$ cat config.mk
export PLATFORM = sky130hd
export DESIGN_NAME = button_event_rx
export DESIGN_NICKNAME = d
export VERILOG_FILES = /design/src/rtl/button_event_rx.sv
export SDC_FILE = /design/constraint.sdc
export NUM_CORES = 1
export LEC_CHECK = 0
export CORE_MARGIN = 3
export CORE_UTILIZATION = 54
export CTS_CLUSTER_SIZE = 24
export DETAILED_ROUTE_END_ITERATION = 10
export PLACE_DENSITY = 0.87
export SLEW_MARGIN = 20
export SYNTH_ARGS = -nofsm -noshare
export SYNTH_HDL_FRONTEND = slang
export SYNTH_SLANG_ARGS = --single-unit
$ cat constraint.sdc
create_clock -name clk -period 2.1 [get_ports clk]
set_input_delay 0.42 -clock clk [delete_from_list [all_inputs] [get_ports clk]]
set_output_delay 0.42 -clock clk [all_outputs]
set_load 0.005 [all_outputs]
$ cat src/rtl/button_event_rx.sv
// Debounced pushbutton receiver: 2-flop synchronizer, cycle-counted debounce FSM,
// clean level, press/release/long-press pulses and a saturating press counter.
module button_event_rx #(
  parameter int unsigned DEBOUNCE_CYCLES = 1_000_000,
  parameter int unsigned LONG_CYCLES     = 100_000_000,
  parameter int unsigned CNT_W           = 8,
  parameter bit          ACTIVE_LOW      = 1'b0
) (
  input  logic             clk,
  input  logic             rst,
  input  logic             btn_in,
  input  logic             clear_count,
  output logic             btn_level,
  output logic             press_pulse,
  output logic             release_pulse,
  output logic             long_pulse,
  output logic [CNT_W-1:0] press_count
);

  localparam int unsigned DW = $clog2(DEBOUNCE_CYCLES + 1);
  localparam int unsigned LW = $clog2(LONG_CYCLES + 1);
  localparam logic [DW-1:0] DB_LAST   = DW'(DEBOUNCE_CYCLES - 1);
  localparam logic [LW-1:0] LONG_LAST = LW'(LONG_CYCLES - 1);
  localparam logic [LW-1:0] LONG_END  = LW'(LONG_CYCLES);

  typedef enum logic [1:0] {
    ST_IDLE,
    ST_ARMING,
    ST_HELD,
    ST_RELEASING
  } state_t;

  state_t            state_q, state_d;
  logic              sync1_q, sync1_d;
  logic              b_s_q, b_s_d;
  logic [DW-1:0]     dcnt_q, dcnt_d;
  logic [LW-1:0]     long_cnt_q, long_cnt_d;
  logic              level_q, level_d;
  logic              press_q, press_d;
  logic              release_q, release_d;
  logic              long_q, long_d;
  logic [CNT_W-1:0]  count_q, count_d;

  always_comb begin
    sync1_d = btn_in ^ ACTIVE_LOW;
    b_s_d   = sync1_q;
  end

  always_comb begin
    state_d   = state_q;
    dcnt_d    = dcnt_q;
    level_d   = level_q;
    press_d   = 1'b0;
    release_d = 1'b0;
    unique case (state_q)
      ST_IDLE: begin
        if (b_s_q) begin
          state_d = ST_ARMING;
          dcnt_d  = DW'(1);
        end
      end
      ST_ARMING: begin
        if (!b_s_q) begin
          state_d = ST_IDLE;
        end else if (dcnt_q == DB_LAST) begin
          state_d = ST_HELD;
          level_d = 1'b1;
          press_d = 1'b1;
        end else begin
          dcnt_d = dcnt_q + 1'b1;
        end
      end
      ST_HELD: begin
        if (!b_s_q) begin
          state_d = ST_RELEASING;
          dcnt_d  = DW'(1);
        end
      end
      ST_RELEASING: begin
        if (b_s_q) begin
          state_d = ST_HELD;
        end else if (dcnt_q == DB_LAST) begin
          state_d   = ST_IDLE;
          level_d   = 1'b0;
          release_d = 1'b1;
        end else begin
          dcnt_d = dcnt_q + 1'b1;
        end
      end
      default: state_d = ST_IDLE;
    endcase
  end

  // Timer saturates at LONG_CYCLES, so the pulse can fire only once until the next press clears it.
  always_comb begin
    long_cnt_d = long_cnt_q;
    long_d     = 1'b0;
    if (press_d) begin
      long_cnt_d = '0;
    end else if (level_q && (long_cnt_q != LONG_END)) begin
      long_cnt_d = long_cnt_q + 1'b1;
      long_d     = (long_cnt_q == LONG_LAST);
    end
  end

  always_comb begin
    count_d = count_q;
    if (clear_count) begin
      count_d = press_q ? CNT_W'(1) : '0;
    end else if (press_q && (count_q != '1)) begin
      count_d = count_q + 1'b1;
    end
  end

  always_ff @(posedge clk) begin
    if (rst) begin
      state_q    <= ST_IDLE;
      sync1_q    <= 1'b0;
      b_s_q      <= 1'b0;
      dcnt_q     <= '0;
      long_cnt_q <= '0;
      level_q    <= 1'b0;
      press_q    <= 1'b0;
      release_q  <= 1'b0;
      long_q     <= 1'b0;
      count_q    <= '0;
    end else begin
      state_q    <= state_d;
      sync1_q    <= sync1_d;
      b_s_q      <= b_s_d;
      dcnt_q     <= dcnt_d;
      long_cnt_q <= long_cnt_d;
      level_q    <= level_d;
      press_q    <= press_d;
      release_q  <= release_d;
      long_q     <= long_d;
      count_q    <= count_d;
    end
  end

  assign btn_level     = level_q;
  assign press_pulse   = press_q;
  assign release_pulse = release_q;
  assign long_pulse    = long_q;
  assign press_count   = count_q;

endmodule
==> flow_summary.yaml, run 1 <==
critical_path:
  r2r_setup_slack_ps: 80
  slowest_delay_ps: 500
  cp-endpoint: "dcnt_q[7]$_SDFFE_PP0P_"
  crit_required_ps: 2370
  critPathKind: "flip-flop to flip-flop"
  cp_slowest_cell: "or4_4"
  r2r_start: "dcnt_q[1]$_SDFFE_PP0P_"
  cp_max_fo: 14
  endpoint_kind: "flip-flop"
  path_cells: "ha_1, nand4_1, or4_4, o21bai_2, buf_6, buf_4, nand2_1, a21oi_1"
  rr_worst_depth: 8
  startpoint_type: "flip-flop"
  cp_data_arrival_time_ps: 2290
  timing.rr.end: "dcnt_q[7]$_SDFFE_PP0P_"
  crit_path_start: "dcnt_q[1]$_SDFFE_PP0P_"
placed_design:
  dp.cells: 464
  place.gp.congestion: 0.863
  place_hpwl_um: 4840
  placed_cell_area_um2: 3430
  port-buffer-count: 15
clock_network:
  path_clk_slew_ps: 70
  insertion_delay_ps: 350
  cts_buffers: 9
  tritoncts: "yes"
  hold_buffers: 0
  clock-sinks: 63
  root_buffer: "clkbuf_8"
  clk_path_buf_depth: 2
  htreeDepth: 3
floorplan:
  std_cell_rows: 27
  core_area_um2: 5540
  pin_count: 16
  die_w_um: 81.9
  die_h_um: 81.9
  die-area_um2: 6710
  initial_utilization_pct: 56.2
drt:
  vias: 2937
  vias_per_cell: 6.08
  avgRoutedWirePerCell_um: 14.9
  drt-total-wl_um: 7220
  drtPass1Iterations: 5
  drt_iter0_markers: 236
  drc: 0
  ant_nets: 0
synthesis:
  ys_warn_count: 0
  synth_edf_count: 0
  ys_seq_area_share_pct: 40.5
  ys_ff_latch: 63
  synth_ff_type: "dfxtp_1"
  synth_area_um2: 3110
  async_reset_ff_share_pct: 0
  syn_area_per_cell_um2: 8.30
  syn_inst: 375
  synth_nets: 383
  yosysUniqueCellTypes: 50
final_layout:
  finalNonFillerCells: 483
  mostFrequentLayoutCells: "62 x dfxtp_1, 49 x nor2_1, 25 x nand2_1, 23 x nand3_1, 23 x a21oi_1"
  final_area_um2: 3670
  final_common_cell: "dfxtp_1"
  drive_gt1_share_pct: 13.9
  area_growth_pct: 17.8
  diodes: 0
  nets: 414
timing:
  rsz0062_at_grt: "true"
  max-slew-margin-rel_pct: 70.0
  finalHoldViolCount: 0
  setup_viol: 0
  finalCritPeriodShare_pct: 96.0
  period_minus_slack_ps: 2020
  slew_viol_final: 0
  tns_ps: 0
  holdWs_ps: 456
  fmax_mhz: 496
  worst_pin_slew_ps: 446
  skew_ps: 16.0
grt:
  grt_pass1_wl_um: 11800
  overflow: 0
  grt_pass1_vias: 2630
  grt_antenna_before_repair: 0
  grtUsageTotal_pct: 22.2
  grt_max_degree: 29
run:
  cap_viol_max_count: 0
power:
  finalPower_mw: 2.34
  power_density_nw_per_um2: 639
  ir_drop_v: 0.000318
  p_leak_nw: 1.26
run_status:
  outcome: "finished clean"
worst_hold_path:
  hold_path.class: "flip-flop to flip-flop"
[metal layers]
layer  track usage, %  part of all wire, %  vias to the layer above
met5                0                    0                        -
met4             10.8                  2.6                        0
met3             4.82                  5.6                       18
met2             36.1                   48                      113
met1             27.8                   43                     1390
li1                 -                    -                     1416
[worst max-delay path: cells and delay by family (launching register included)]
| kind | cells | cell delay (ps) |
|---|---|---|
| buffers and inverters | 2 | 330 |
| adders and majority gates | 1 | 200 |
| DFF | 1 | 370 |
| and+or+nand+nor | 3 | 700 |
| AOI/OAI and AO/OA | 2 | 360 |
[final cells by class]
class	count	area (um^2)
sequential	63	1260
fill	422	1870
tap	72	90.1
clock buffer	9	124
timing repair buffer	38	339
multi-input combinational	282	1740
clock inverter	7	71.3
inverter	12	45.0
[what timing repair did]
item | CTS | global route
gates resized for setup | 0 | 6
buffers inserted | 0 | 3
setup endpoints to repair | 0 | 45
[state kept, by name, indices dropped and copies added (netlist names), named ones only]
signal / cells
b_s_d: 1
b_s_q: 1
btn_level: 1
dcnt_q: 20
long_cnt_q: 27
long_pulse: 1
press_count: 8
press_pulse: 1
release_pulse: 1
state_q: 1
[Yosys cell counts (2+ instances only)]
cell type  number  area share, %
a21oi_1        23            3.7
a2bb2oi_1       4            1.1
a31oi_1         3           0.60
and3_1          9            1.8
and4_1          4            1.1
buf_2           5           0.80
buf_4           3           0.72
clkbuf_1        8           0.96
clkbuf_2        2           0.32
dfxtp_1        63             41
ha_1            4            1.6
inv_1          12            1.4
mux2i_1         4            1.3
nand2_1        25            3.0
nand2b_1        5            1.0
nand3_1        23            3.7
nand3b_1        2           0.48
nand4_1        17            3.4
nor2_1         49            5.9
nor2b_1         3           0.60
nor3_1          8            1.3
nor4_1          7            1.4
nor4b_1         2           0.56
o21a_1          2           0.48
o21ai_0        15            2.4
o21ai_1         2           0.32
o311ai_0        2           0.56
o31ai_1         5            1.2
or2_2           3           0.60
or3_1           8            1.6
or3b_2          2           0.56
or4_1           9            2.2
xnor2_1         6            1.7
xor2_1         20            5.6
[worst min-delay path by stage]
stage                                start          endpoint  depth (start not counted)
after floorplan           b_s_d$_SDFF_PP0_  b_s_q$_SDFF_PP0_                          1
after global placement    b_s_d$_SDFF_PP0_  b_s_q$_SDFF_PP0_                          1
after detailed placement  b_s_d$_SDFF_PP0_  b_s_q$_SDFF_PP0_                          1
after CTS                 b_s_d$_SDFF_PP0_  b_s_q$_SDFF_PP0_                          1
after global routing      b_s_d$_SDFF_PP0_  b_s_q$_SDFF_PP0_                          1
final                     b_s_d$_SDFF_PP0_  b_s_q$_SDFF_PP0_                          1
[through the flow]
stage                     utilization [%]  worst slack (ps)
after floorplan                         -               110
after global placement               61.9               155
after detailed placement             61.9              72.4
after CTS                            65.4              5.87
after global routing                 66.2             -15.9
final                                66.2              83.6
[kinds of logic (layout without fill, tap and decap cells)]
group / after synthesis / after routing / share of synthesized area, %
buffers and inverters: 30 / 66 / 4.26
AND/OR/NAND/NOR: 185 / 185 / 32.7
AO/OA/AOI/OAI: 63 / 63 / 12.3
multiplexers: 4 / 4 / 1.29
XOR/XNOR: 26 / 26 / 7.32
adder cells (fa/ha/maj): 4 / 4 / 1.61
flip-flops: 63 / 63 / 40.5
[report_power, final]
| group | internal, mW | switching (mW) | leakage (nW) |
|---|---|---|---|
| clock network | 0.546 | 0.484 | 0.0916 |
| logic | 0.0433 | 0.0557 | 0.655 |
| registers | 1.20 | 0.0108 | 0.509 |
No activity file was read; power rests on OpenSTA's default activity.
==> run 2: changes to the inputs <==
Settings changed: CORE_UTILIZATION 54 to 45, PLACE_DENSITY 0.87 to 0.76.
==> run 2 against run 1 <==
  * Sequential power hardly changed
  * Hold slack worse by 3.2 ps
  * Global-route usage is 5.0 points lower
  * Sequential share of layout area is 0.20 points higher
  * Die area is 18% higher
  * Cell count is 0.21% higher
  * Total power is 0.45% lower
  * Clock skew is 5.9 ps lower
  * Count of clock-buffer cells in the layout is 4 higher
  * Non-clock buffer count is 4 lower
  * Routed wire length is 11% lower
  * Largest power group unchanged
==> flow_summary.yaml, run 2 (synthesis gave the netlist of run 1 again) <==
grt:
  grt_max_degree: 29
  grt_pass1_wl_um: 11100
  grt_pass1_vias: 2545
  overflow: 0
  grt_antenna_before_repair: 0
  grtUsageTotal_pct: 17.2
timing:
  finalCritPeriodShare_pct: 95.8
  slew_viol_final: 0
  period_minus_slack_ps: 2010
  fmax_mhz: 497
  holdWs_ps: 453
  worst_pin_slew_ps: 420
  finalHoldViolCount: 0
  setup_viol: 0
  skew_ps: 10.1
  max-slew-margin-rel_pct: 71.7
  tns_ps: 0
  rsz0062_at_grt: "true"
  fin_ws_ps: 88.3
floorplan:
  pin_count: 16
  die_h_um: 89.2
  core_area_um2: 6530
  initial_utilization_pct: 47.7
  die-area_um2: 7950
  die_w_um: 89.2
  std_cell_rows: 29
power:
  power_density_nw_per_um2: 640
  p_leak_nw: 1.25
  ir_drop_v: 0.000298
final_layout:
  utilization_pct: 55.8
  final_common_cell: "dfxtp_1"
  nets: 410
  mostFrequentLayoutCells: "63 x dfxtp_1, 49 x nor2_1, 25 x nand2_1, 23 x nand3_1, 23 x a21oi_1"
  diodes: 0
  drive_gt1_share_pct: 11.8
  final_area_um2: 3640
  largest_register_ffs: 27
  area_growth_pct: 17.0
  top_register: "long_cnt_q"
placed_design:
  port-buffer-count: 15
  place_ws_ps: 113
  place.gp.congestion: 0.837
  placed_cell_area_um2: 3440
  place_hpwl_um: 4450
run:
  cap_viol_max_count: 0
critical_path:
  crit_path_start: "dcnt_q[1]$_SDFFE_PP0P_"
  r2r_setup_slack_ps: 90
  cp_max_fo: 23
  cp-endpoint: "dcnt_q[6]$_SDFFE_PP0P_"
  startpoint_type: "flip-flop"
  critPathKind: "flip-flop to flip-flop"
  rr_worst_depth: 7
  timing.rr.end: "dcnt_q[6]$_SDFFE_PP0P_"
  r2r_start: "dcnt_q[1]$_SDFFE_PP0P_"
  endpoint_kind: "flip-flop"
  cp_data_arrival_time_ps: 2190
  crit_required_ps: 2280
clock_network:
  clk_path_buf_depth: 2
  clock-sinks: 63
  insertion_delay_ps: 330
  hold_buffers: 0
  root_buffer: "clkbuf_8"
  post_cts_buffers: 0
  ctsResizeCount: 0
  cts_buffers: 9
  tritoncts: "yes"
  htreeDepth: 3
  path_clk_slew_ps: 60
drt:
  drt-total-wl_um: 6410
  vias_per_cell: 5.70
  drtPass1Iterations: 4
  drc: 0
  vias: 2758
  drt_iter0_markers: 133
  avgRoutedWirePerCell_um: 13.2
  ant_nets: 0
run_status:
  outcome: "finished clean"
worst_hold_path:
  hold_path.class: "flip-flop to flip-flop"
  whs_path_depth: 1
run 2: report_power, final:
group,switching [mW],internal (mW)
sequential,0.0108,1.20
clock,0.446,0.580
combinational,0.0518,0.0409
run 2: stage by stage:
step	power [mW]	std cells
2_1_floorplan	1.30	375
5_1_grt	2.41	484
4_1_cts	2.36	484
3_5_place_dp	1.33	468
3_3_place_gp	1.33	468
6_report	2.33	484
run 2: cell type report:
cell class                      count  area, um^2
Timing Repair Buffer               34         318
Inverter                           12        45.0
Clock buffer                       13         149
Multi-Input combinational cell    282        1730
Sequential cell                    63        1260
Clock inverter                      3        42.5
Fill cell                         565        2890
Tap cell                           77        96.3
run 2: routing by layer:
layer,GRT usage [%],vias to the layer above,routed length (um)
li1,-,1409,-
met1,21.9,1279,3160
met2,27.9,64,2920
met3,3.04,6,259
met4,8.53,0,68
met5,0,-,0
run 2: how the worst min path moves through the flow:
stage / from / end
floorplan: b_s_d$_SDFF_PP0_ / b_s_q$_SDFF_PP0_
global placement: b_s_d$_SDFF_PP0_ / b_s_q$_SDFF_PP0_
detailed placement: b_s_d$_SDFF_PP0_ / b_s_q$_SDFF_PP0_
CTS: b_s_d$_SDFF_PP0_ / b_s_q$_SDFF_PP0_
global route: b_s_d$_SDFF_PP0_ / b_s_q$_SDFF_PP0_
finish: b_s_d$_SDFF_PP0_ / b_s_q$_SDFF_PP0_
run 2: worst max-delay path, stage by stage (launching register included):
cell	delay, ps
dfxtp_1	350
ha_1	200
nand4_1	170
or4_4	500
o21bai_2	200
buf_12	180
or4_1	130
o311ai_0	130
